==> src/rtl/alu_issue_ctrl_pkg.sv <==
// Shared definitions for the ALU issue controller: operation codes, MIPS
// opcode/funct values, FSM state encoding and the decoder result bundle.
package alu_issue_defs;

  localparam int unsigned DATA_W = 32;
  localparam int unsigned OPRN_W = 6;

  typedef logic [OPRN_W-1:0] oprn_t;

  localparam oprn_t OPRN_NOP = 6'd0;
  localparam oprn_t OPRN_ADD = 6'd1;
  localparam oprn_t OPRN_SUB = 6'd2;
  localparam oprn_t OPRN_MUL = 6'd3;
  localparam oprn_t OPRN_SRL = 6'd4;
  localparam oprn_t OPRN_SLL = 6'd5;
  localparam oprn_t OPRN_AND = 6'd6;
  localparam oprn_t OPRN_OR  = 6'd7;
  localparam oprn_t OPRN_NOR = 6'd8;
  localparam oprn_t OPRN_SLT = 6'd9;

  localparam logic [5:0] OPC_RTYPE = 6'h00;
  localparam logic [5:0] OPC_ADDI  = 6'h08;
  localparam logic [5:0] OPC_SLTI  = 6'h0a;
  localparam logic [5:0] OPC_ANDI  = 6'h0c;
  localparam logic [5:0] OPC_ORI   = 6'h0d;
  localparam logic [5:0] OPC_MULI  = 6'h1d;

  localparam logic [5:0] FUNCT_SLL = 6'h01;
  localparam logic [5:0] FUNCT_SRL = 6'h02;
  localparam logic [5:0] FUNCT_ADD = 6'h20;
  localparam logic [5:0] FUNCT_SUB = 6'h22;
  localparam logic [5:0] FUNCT_AND = 6'h24;
  localparam logic [5:0] FUNCT_OR  = 6'h25;
  localparam logic [5:0] FUNCT_NOR = 6'h27;
  localparam logic [5:0] FUNCT_SLT = 6'h2a;
  localparam logic [5:0] FUNCT_MUL = 6'h2c;

  typedef enum logic [1:0] {
    ST_IDLE = 2'd0,
    ST_EXEC = 2'd1,
    ST_DONE = 2'd2
  } state_e;

endpackage

==> src/rtl/alu_issue_ctrl_if.sv <==
// Request / ALU / result bundle of the ALU issue controller. The controller
// uses the slave modport; the requester-plus-ALU environment uses master.
interface alu_issue_ctrl_if;
  logic [31:0] INSTR;
  logic [31:0] RS_DATA;
  logic [31:0] RT_DATA;
  logic        IN_VALID;
  logic        IN_READY;
  logic [31:0] ALU_OP1;
  logic [31:0] ALU_OP2;
  logic [5:0]  ALU_OPRN;
  logic [31:0] ALU_OUT;
  logic        ALU_ZERO;
  logic [31:0] RES;
  logic        RES_ZERO;
  logic        RES_ILLEGAL;
  logic        RES_VALID;
  logic        RES_READY;

  modport master (
    output INSTR, RS_DATA, RT_DATA, IN_VALID, ALU_OUT, ALU_ZERO, RES_READY,
    input  IN_READY, ALU_OP1, ALU_OP2, ALU_OPRN, RES, RES_ZERO, RES_ILLEGAL, RES_VALID
  );

  modport slave (
    input  INSTR, RS_DATA, RT_DATA, IN_VALID, ALU_OUT, ALU_ZERO, RES_READY,
    output IN_READY, ALU_OP1, ALU_OP2, ALU_OPRN, RES, RES_ZERO, RES_ILLEGAL, RES_VALID
  );
endinterface

==> src/rtl/alu_issue_ctrl_decode.sv <==
// Combinational MIPS opcode/funct to ALU operation decoder (module alu_issue_decode).
// I-type opcodes are decoded only when ALU_ISSUE_IMM_EN is defined.
module alu_issue_decode
  import alu_issue_defs::*;
(
  input  logic [31:0] instr,
  input  logic [31:0] rs_data,
  input  logic [31:0] rt_data,
  output oprn_t       oprn,
  output logic [31:0] op1,
  output logic [31:0] op2,
  output logic        illegal
);

  logic [5:0]  opcode;
  logic [5:0]  funct;
  logic [4:0]  shamt;
  logic [15:0] imm;
  logic [31:0] imm_sext;
  logic [31:0] imm_zext;
  // Register-index fields are resolved upstream by the register file.
  logic        unused_reg_fields;

  assign opcode            = instr[31:26];
  assign funct             = instr[5:0];
  assign shamt             = instr[10:6];
  assign imm               = instr[15:0];
  assign imm_sext          = {{16{imm[15]}}, imm};
  assign imm_zext          = {16'h0000, imm};
  assign unused_reg_fields = ^instr[25:11];

  // NOTE: every output gets a default before the case so no path leaves one unassigned (no latch).
  always_comb begin
    oprn    = OPRN_NOP;
    op1     = rs_data;
    op2     = rt_data;
    illegal = 1'b1;
    case (opcode)
      OPC_RTYPE: begin
        illegal = 1'b0;
        case (funct)
          FUNCT_ADD: oprn = OPRN_ADD;
          FUNCT_SUB: oprn = OPRN_SUB;
          FUNCT_MUL: oprn = OPRN_MUL;
          FUNCT_SRL: begin oprn = OPRN_SRL; op2 = {27'b0, shamt}; end
          FUNCT_SLL: begin oprn = OPRN_SLL; op2 = {27'b0, shamt}; end
          FUNCT_AND: oprn = OPRN_AND;
          FUNCT_OR:  oprn = OPRN_OR;
          FUNCT_NOR: oprn = OPRN_NOR;
          FUNCT_SLT: oprn = OPRN_SLT;
          default:   illegal = 1'b1;
        endcase
      end
`ifdef ALU_ISSUE_IMM_EN
      OPC_ADDI: begin illegal = 1'b0; oprn = OPRN_ADD; op2 = imm_sext; end
      OPC_MULI: begin illegal = 1'b0; oprn = OPRN_MUL; op2 = imm_sext; end
      OPC_SLTI: begin illegal = 1'b0; oprn = OPRN_SLT; op2 = imm_sext; end
      OPC_ANDI: begin illegal = 1'b0; oprn = OPRN_AND; op2 = imm_zext; end
      OPC_ORI:  begin illegal = 1'b0; oprn = OPRN_OR;  op2 = imm_zext; end
`else
      // Immediate forms fall through to the illegal path in this build.
`endif
      default: illegal = 1'b1;
    endcase
  end

endmodule

==> src/rtl/alu_issue_ctrl.sv <==
// Multi-cycle issue controller for the combinational 32-bit ALU: IDLE/EXEC/DONE FSM,
// registered operands, captured result. Optional I-type decode: ALU_ISSUE_IMM_EN.
module alu_issue_ctrl
  import alu_issue_defs::*;
(
  input  logic          CLK,
  input  logic          RST,
  alu_issue_ctrl_if.slave bus
);

  state_e      state_q, state_d;
  logic [31:0] alu_op1_q, alu_op1_d;
  logic [31:0] alu_op2_q, alu_op2_d;
  oprn_t       alu_oprn_q, alu_oprn_d;
  logic [31:0] res_q, res_d;
  logic        res_zero_q, res_zero_d;
  logic        res_illegal_q, res_illegal_d;
  logic        res_valid_q, res_valid_d;

  oprn_t       dec_oprn;
  logic [31:0] dec_op1;
  logic [31:0] dec_op2;
  logic        dec_illegal;

  alu_issue_decode u_decode (
    .instr   (bus.INSTR),
    .rs_data (bus.RS_DATA),
    .rt_data (bus.RT_DATA),
    .oprn    (dec_oprn),
    .op1     (dec_op1),
    .op2     (dec_op2),
    .illegal (dec_illegal)
  );

  always_comb begin
    state_d       = state_q;
    alu_op1_d     = alu_op1_q;
    alu_op2_d     = alu_op2_q;
    alu_oprn_d    = alu_oprn_q;
    res_d         = res_q;
    res_zero_d    = res_zero_q;
    res_illegal_d = res_illegal_q;
    res_valid_d   = 1'b0;
    case (state_q)
      ST_IDLE: begin
        if (bus.IN_VALID) begin
          if (dec_illegal) begin
            res_d         = '0;
            res_zero_d    = 1'b1;
            res_illegal_d = 1'b1;
            state_d       = ST_DONE;
          end else begin
            alu_op1_d  = dec_op1;
            alu_op2_d  = dec_op2;
            alu_oprn_d = dec_oprn;
            state_d    = ST_EXEC;
          end
        end
      end
      ST_EXEC: begin
        res_d         = bus.ALU_OUT;
        res_zero_d    = bus.ALU_ZERO;
        res_illegal_d = 1'b0;
        state_d       = ST_DONE;
      end
      ST_DONE: begin
        // RES_VALID rises one cycle after entering DONE, once RES has been stable a full cycle.
        if (res_valid_q && bus.RES_READY) begin
          state_d = ST_IDLE;
        end else begin
          res_valid_d = 1'b1;
        end
      end
      default: state_d = ST_IDLE;
    endcase
  end

  // NOTE: state registers use non-blocking assignment so every flop samples pre-edge values.
  always_ff @(posedge CLK or negedge RST) begin
    if (!RST) begin
      state_q       <= ST_IDLE;
      alu_op1_q     <= '0;
      alu_op2_q     <= '0;
      alu_oprn_q    <= OPRN_NOP;
      res_q         <= '0;
      res_zero_q    <= 1'b0;
      res_illegal_q <= 1'b0;
      res_valid_q   <= 1'b0;
    end else begin
      state_q       <= state_d;
      alu_op1_q     <= alu_op1_d;
      alu_op2_q     <= alu_op2_d;
      alu_oprn_q    <= alu_oprn_d;
      res_q         <= res_d;
      res_zero_q    <= res_zero_d;
      res_illegal_q <= res_illegal_d;
      res_valid_q   <= res_valid_d;
    end
  end

  // Gated by RST so the requester sees "not ready" for the whole reset interval.
  assign bus.IN_READY    = (state_q == ST_IDLE) && RST;
  assign bus.ALU_OP1     = alu_op1_q;
  assign bus.ALU_OP2     = alu_op2_q;
  assign bus.ALU_OPRN    = alu_oprn_q;
  assign bus.RES         = res_q;
  assign bus.RES_ZERO    = res_zero_q;
  assign bus.RES_ILLEGAL = res_illegal_q;
  assign bus.RES_VALID   = res_valid_q;

endmodule
==> src/flat_wrapper.sv <==
// flat-port wrapper written by rule: the top's interface ports become plain ports
module alu_issue_ctrl_flat import alu_issue_defs::*;
  (CLK, RST, bus_INSTR, bus_RS_DATA, bus_RT_DATA, bus_IN_VALID, bus_ALU_OUT, bus_ALU_ZERO, bus_RES_READY, bus_IN_READY, bus_ALU_OP1, bus_ALU_OP2, bus_ALU_OPRN, bus_RES, bus_RES_ZERO, bus_RES_ILLEGAL, bus_RES_VALID);
  alu_issue_ctrl_if bus_i ();
  input  logic CLK;
  input  logic RST;
  input wire logic [$bits(bus_i.INSTR)-1:0] bus_INSTR;
  input wire logic [$bits(bus_i.RS_DATA)-1:0] bus_RS_DATA;
  input wire logic [$bits(bus_i.RT_DATA)-1:0] bus_RT_DATA;
  input wire logic [$bits(bus_i.IN_VALID)-1:0] bus_IN_VALID;
  input wire logic [$bits(bus_i.ALU_OUT)-1:0] bus_ALU_OUT;
  input wire logic [$bits(bus_i.ALU_ZERO)-1:0] bus_ALU_ZERO;
  input wire logic [$bits(bus_i.RES_READY)-1:0] bus_RES_READY;
  output wire logic [$bits(bus_i.IN_READY)-1:0] bus_IN_READY;
  output wire logic [$bits(bus_i.ALU_OP1)-1:0] bus_ALU_OP1;
  output wire logic [$bits(bus_i.ALU_OP2)-1:0] bus_ALU_OP2;
  output wire logic [$bits(bus_i.ALU_OPRN)-1:0] bus_ALU_OPRN;
  output wire logic [$bits(bus_i.RES)-1:0] bus_RES;
  output wire logic [$bits(bus_i.RES_ZERO)-1:0] bus_RES_ZERO;
  output wire logic [$bits(bus_i.RES_ILLEGAL)-1:0] bus_RES_ILLEGAL;
  output wire logic [$bits(bus_i.RES_VALID)-1:0] bus_RES_VALID;
  assign bus_i.INSTR = bus_INSTR;
  assign bus_i.RS_DATA = bus_RS_DATA;
  assign bus_i.RT_DATA = bus_RT_DATA;
  assign bus_i.IN_VALID = bus_IN_VALID;
  assign bus_i.ALU_OUT = bus_ALU_OUT;
  assign bus_i.ALU_ZERO = bus_ALU_ZERO;
  assign bus_i.RES_READY = bus_RES_READY;
  assign bus_IN_READY = bus_i.IN_READY;
  assign bus_ALU_OP1 = bus_i.ALU_OP1;
  assign bus_ALU_OP2 = bus_i.ALU_OP2;
  assign bus_ALU_OPRN = bus_i.ALU_OPRN;
  assign bus_RES = bus_i.RES;
  assign bus_RES_ZERO = bus_i.RES_ZERO;
  assign bus_RES_ILLEGAL = bus_i.RES_ILLEGAL;
  assign bus_RES_VALID = bus_i.RES_VALID;
  alu_issue_ctrl u_core (.CLK(CLK), .RST(RST), .bus(bus_i));
endmodule
==> config.mk <==
export PLATFORM = sky130hd
export DESIGN_NAME = alu_issue_ctrl_flat
export DESIGN_NICKNAME = d
export VERILOG_FILES = /design/src/rtl/alu_issue_ctrl_pkg.sv /design/src/rtl/alu_issue_ctrl_if.sv /design/src/rtl/alu_issue_ctrl_decode.sv /design/src/rtl/alu_issue_ctrl.sv /design/src/flat_wrapper.sv
export SDC_FILE = /design/constraint.sdc
export NUM_CORES = 1
export LEC_CHECK = 0
export ABC_AREA = 1
export BUFFER_PORTS_ARGS = -buffer_cell sky130_fd_sc_hd__buf_4
export CAP_MARGIN = 20
export CELL_PAD_IN_SITES_DETAIL_PLACEMENT = 0
export CELL_PAD_IN_SITES_GLOBAL_PLACEMENT = 1
export CORE_MARGIN = 1
export CORE_UTILIZATION = 34
export DETAILED_ROUTE_END_ITERATION = 8
export GPL_ROUTABILITY_DRIVEN = 0
export PLACE_DENSITY_LB_ADDON = 0.3
export REMOVE_ABC_BUFFERS = 1
export SLEW_MARGIN = 20
export SYNTH_ARGS = -nofsm -noshare
export SYNTH_HDL_FRONTEND = slang
export SYNTH_SLANG_ARGS = --single-unit
==> constraint.sdc <==
create_clock -name CLK -period 3.8 [get_ports CLK]
set_input_delay 0.19 -clock CLK [delete_from_list [all_inputs] [get_ports CLK]]
set_output_delay 0.19 -clock CLK [all_outputs]
set_load 0.02 [all_outputs]
==> impl_metrics.ini <==
[outcome]
status = finished clean

[synth]
ys_warn_count = 0
synth_area_um2 = 4420
synth_edf_count = 0
async_flop_share_pct = 100
ys_seq_elements = 105
synth_ff_type = dfrtp_1
synth.distinct_cells = 24
seq_area_frac_synth_pct = 59.4
postSynthAreaPerCell_um2 = 8.45
synthCells = 523

[power_and_ir_drop]
p_total_mw = 2.45
max-vdd-ir-drop_v = 0.000179
p_leak_nw = 3.82
p_per_area_nw_per_um2 = 379

[setup_path]
worstSetupEndpointType = register
crit_family = simple AND/OR/NAND/NOR gates
cpPeakStageDelay_ns = 0.69
r2r_end = u_core.bus.ALU_OP1[4]
critPathArrivalTime_ns = 2.59
slowest_stage = inv_2
crit_chain = or2_2 > nor2_1 > nand3_4 > inv_2 > nand2_1 > nand2_1
worst-r2r-cell-count = 6
critical_path_class = reg2reg
crit_buf_inv = 1
cp-start-kind = register
cp.required_ns = 4.08
r2r-start = u_core.state_q[1]
worstPathMaxFanout = 40
regToRegSetupSlack_ns = 1.49
crit_top_cell = nand2_1

[cts]
hold_buffers = 1
clockRootBuffer = clkbuf_16
clk_latency_ns = 0.34
cts_buffers = 9
post_cts_buffers = 0
clk_pin_slew_worst_paths_ns = 0.07
cts_tree = yes
cts_sinks = 105
htree_levels = 3
cts_buffer_depth = 2
cts_resized = 0

[sta]
hold_violations = 0
setup_tns_ns = 0
fin_crit_ns = 2.31
finalSetupViolations = 0
fin_crit_sh_pct = 60.7
relSlewSlack_pct = 35.5
tightest_slew_ns = 0.967
clock_skew_ns = 0.00542
maxSlewViolCount = 0
max_freq_ghz = 0.434
grt_setup_unrepaired = no

[drt]
viasPerCell = 4.44
wl_per_cell_um = 13.0
routed_wl_um = 11900
dr.pass1.iters = 4
dr_total_vias = 4048
ant_nets = 0
drc = 0
drt-initial-drc-count = 186

[die]
die_h_um = 116
rows = 41
start_util_pct = 34.9
core_area_um2 = 12700
dieWidth_um = 116
pin_count = 239
dieArea_um2 = 13500

[final_layout]
areaGrowthSynthToFinish_pct = 46.2
fin_nets = 869
drive_gt1_share_pct = 35.1
layout_commonest_cell = nand2_1
antenna_cells = 0
most-common-layout-cells = 303 x nand2_1, 225 x buf_4, 105 x dfrtp_1

[global_routing]
grt_max_degree = 68
antenna_found_initial = 0
overflow = 0
grt_pass1_wl_um = 18200
track_usage_pct = 17.7
grt_pass1_vias = 3834

[job]
cap_violations = 0

[worst_hold_path]
whs_path_depth = 3
min_to = u_core.bus.ALU_OP1[0]
hold_start = bus_RS_DATA[0]
hp-class = in2reg

[placement]
dp_hpwl_um = 8450
port_buffers = 221
## through the flow
stage	instances	worst slack, ns	cell area, um2	utilization (%)	hold slack [ns]
2_1_floorplan	499	1.47	4250	-	-0.106
3_3_place_gp	896	1.47	6160	48.6	0.188
3_5_place_dp	896	1.43	6160	48.6	0.191
4_1_cts	912	1.42	6460	51.0	0.0237
5_1_grt	912	1.21	6460	51.0	0.0255
6_report	912	1.49	6460	51.0	0.0380
## cell families (layout without fill, tap and decap cells)
kind of cell	Yosys count	after routing	synth area share, %
buffers and inverters	46	262	5.74
and+or+nand+nor	341	341	30.5
AOI/OAI and AO/OA	30	30	4.24
other	1	2	0.0848
DFF	105	105	59.4
## worst max path at each step
stage               cells past startpoint         startpoint                      to  slack [ns]
floorplan                               6  u_core.state_q[1]   u_core.bus.ALU_OP1[0]        1.47
global placement                        6  u_core.state_q[1]   u_core.bus.ALU_OP1[0]        1.47
detailed placement                      6  u_core.state_q[1]  u_core.bus.ALU_OP1[18]        1.43
CTS                                     6  u_core.state_q[1]  u_core.bus.ALU_OP1[18]        1.42
global route                            6  u_core.state_q[1]  u_core.bus.ALU_OP1[16]        1.21
finish                                  6  u_core.state_q[1]   u_core.bus.ALU_OP1[4]        1.49
## power by group
| part | internal (mW) | switching, mW |
|---|---|---|
| sequential | 1.15 | 0.0229 |
| clock | 0.544 | 0.394 |
| combinational | 0.154 | 0.178 |
| total | 1.85 | 0.595 |
## flip-flops by register name (all words and copies together) (netlist names)
signal                  count
u_core.bus.RES_ZERO         1
u_core.bus.ALU_OPRN         4
u_core.bus.RES             32
u_core.bus.RES_ILLEGAL      1
u_core.bus.RES_VALID        1
u_core.state_q              2
u_core.bus.ALU_OP2         32
u_core.bus.ALU_OP1         32
## worst min-delay path, cell delays in order
cell and delay [ns]:
buf_4 0.08, nand2_1 0.04, nand2_1 0.04
## Yosys cell counts, types with 2 or more instances
cell type / instances / share of area (%)
buf_8: 2 / 0.68
dfrtp_1: 105 / 59
buf_6: 4 / 1.0
a21oi_1: 3 / 0.34
buf_2: 8 / 0.91
clkbuf_1: 6 / 0.51
nor2_2: 3 / 0.42
nand4_1: 2 / 0.28
o21ai_0: 17 / 1.9
o21ai_2: 10 / 2.0
inv_1: 19 / 1.6
nor2_1: 16 / 1.4
buf_4: 5 / 0.85
inv_2: 2 / 0.17
nand2_1: 303 / 26
nand3_1: 10 / 1.1
## per-layer routing
metal	GRT usage [%]	up-vias	part of all wire [%]
met5	0	-	0
met1	20.8	1861	42
met2	29.3	162	46
li1	-	2015	-
met4	6.67	0	1.2
met3	6.90	10	10
## layout make-up
type	count	area, um2
clock inverters	2	37.5
fillers	1283	6210
repair buffers	226	1700
multi-input cells	373	1550
inverters	21	78.8
clock buffers	13	260
well taps	172	215
flip-flops and latches	105	2630
(Power assumes the default switching activity.)
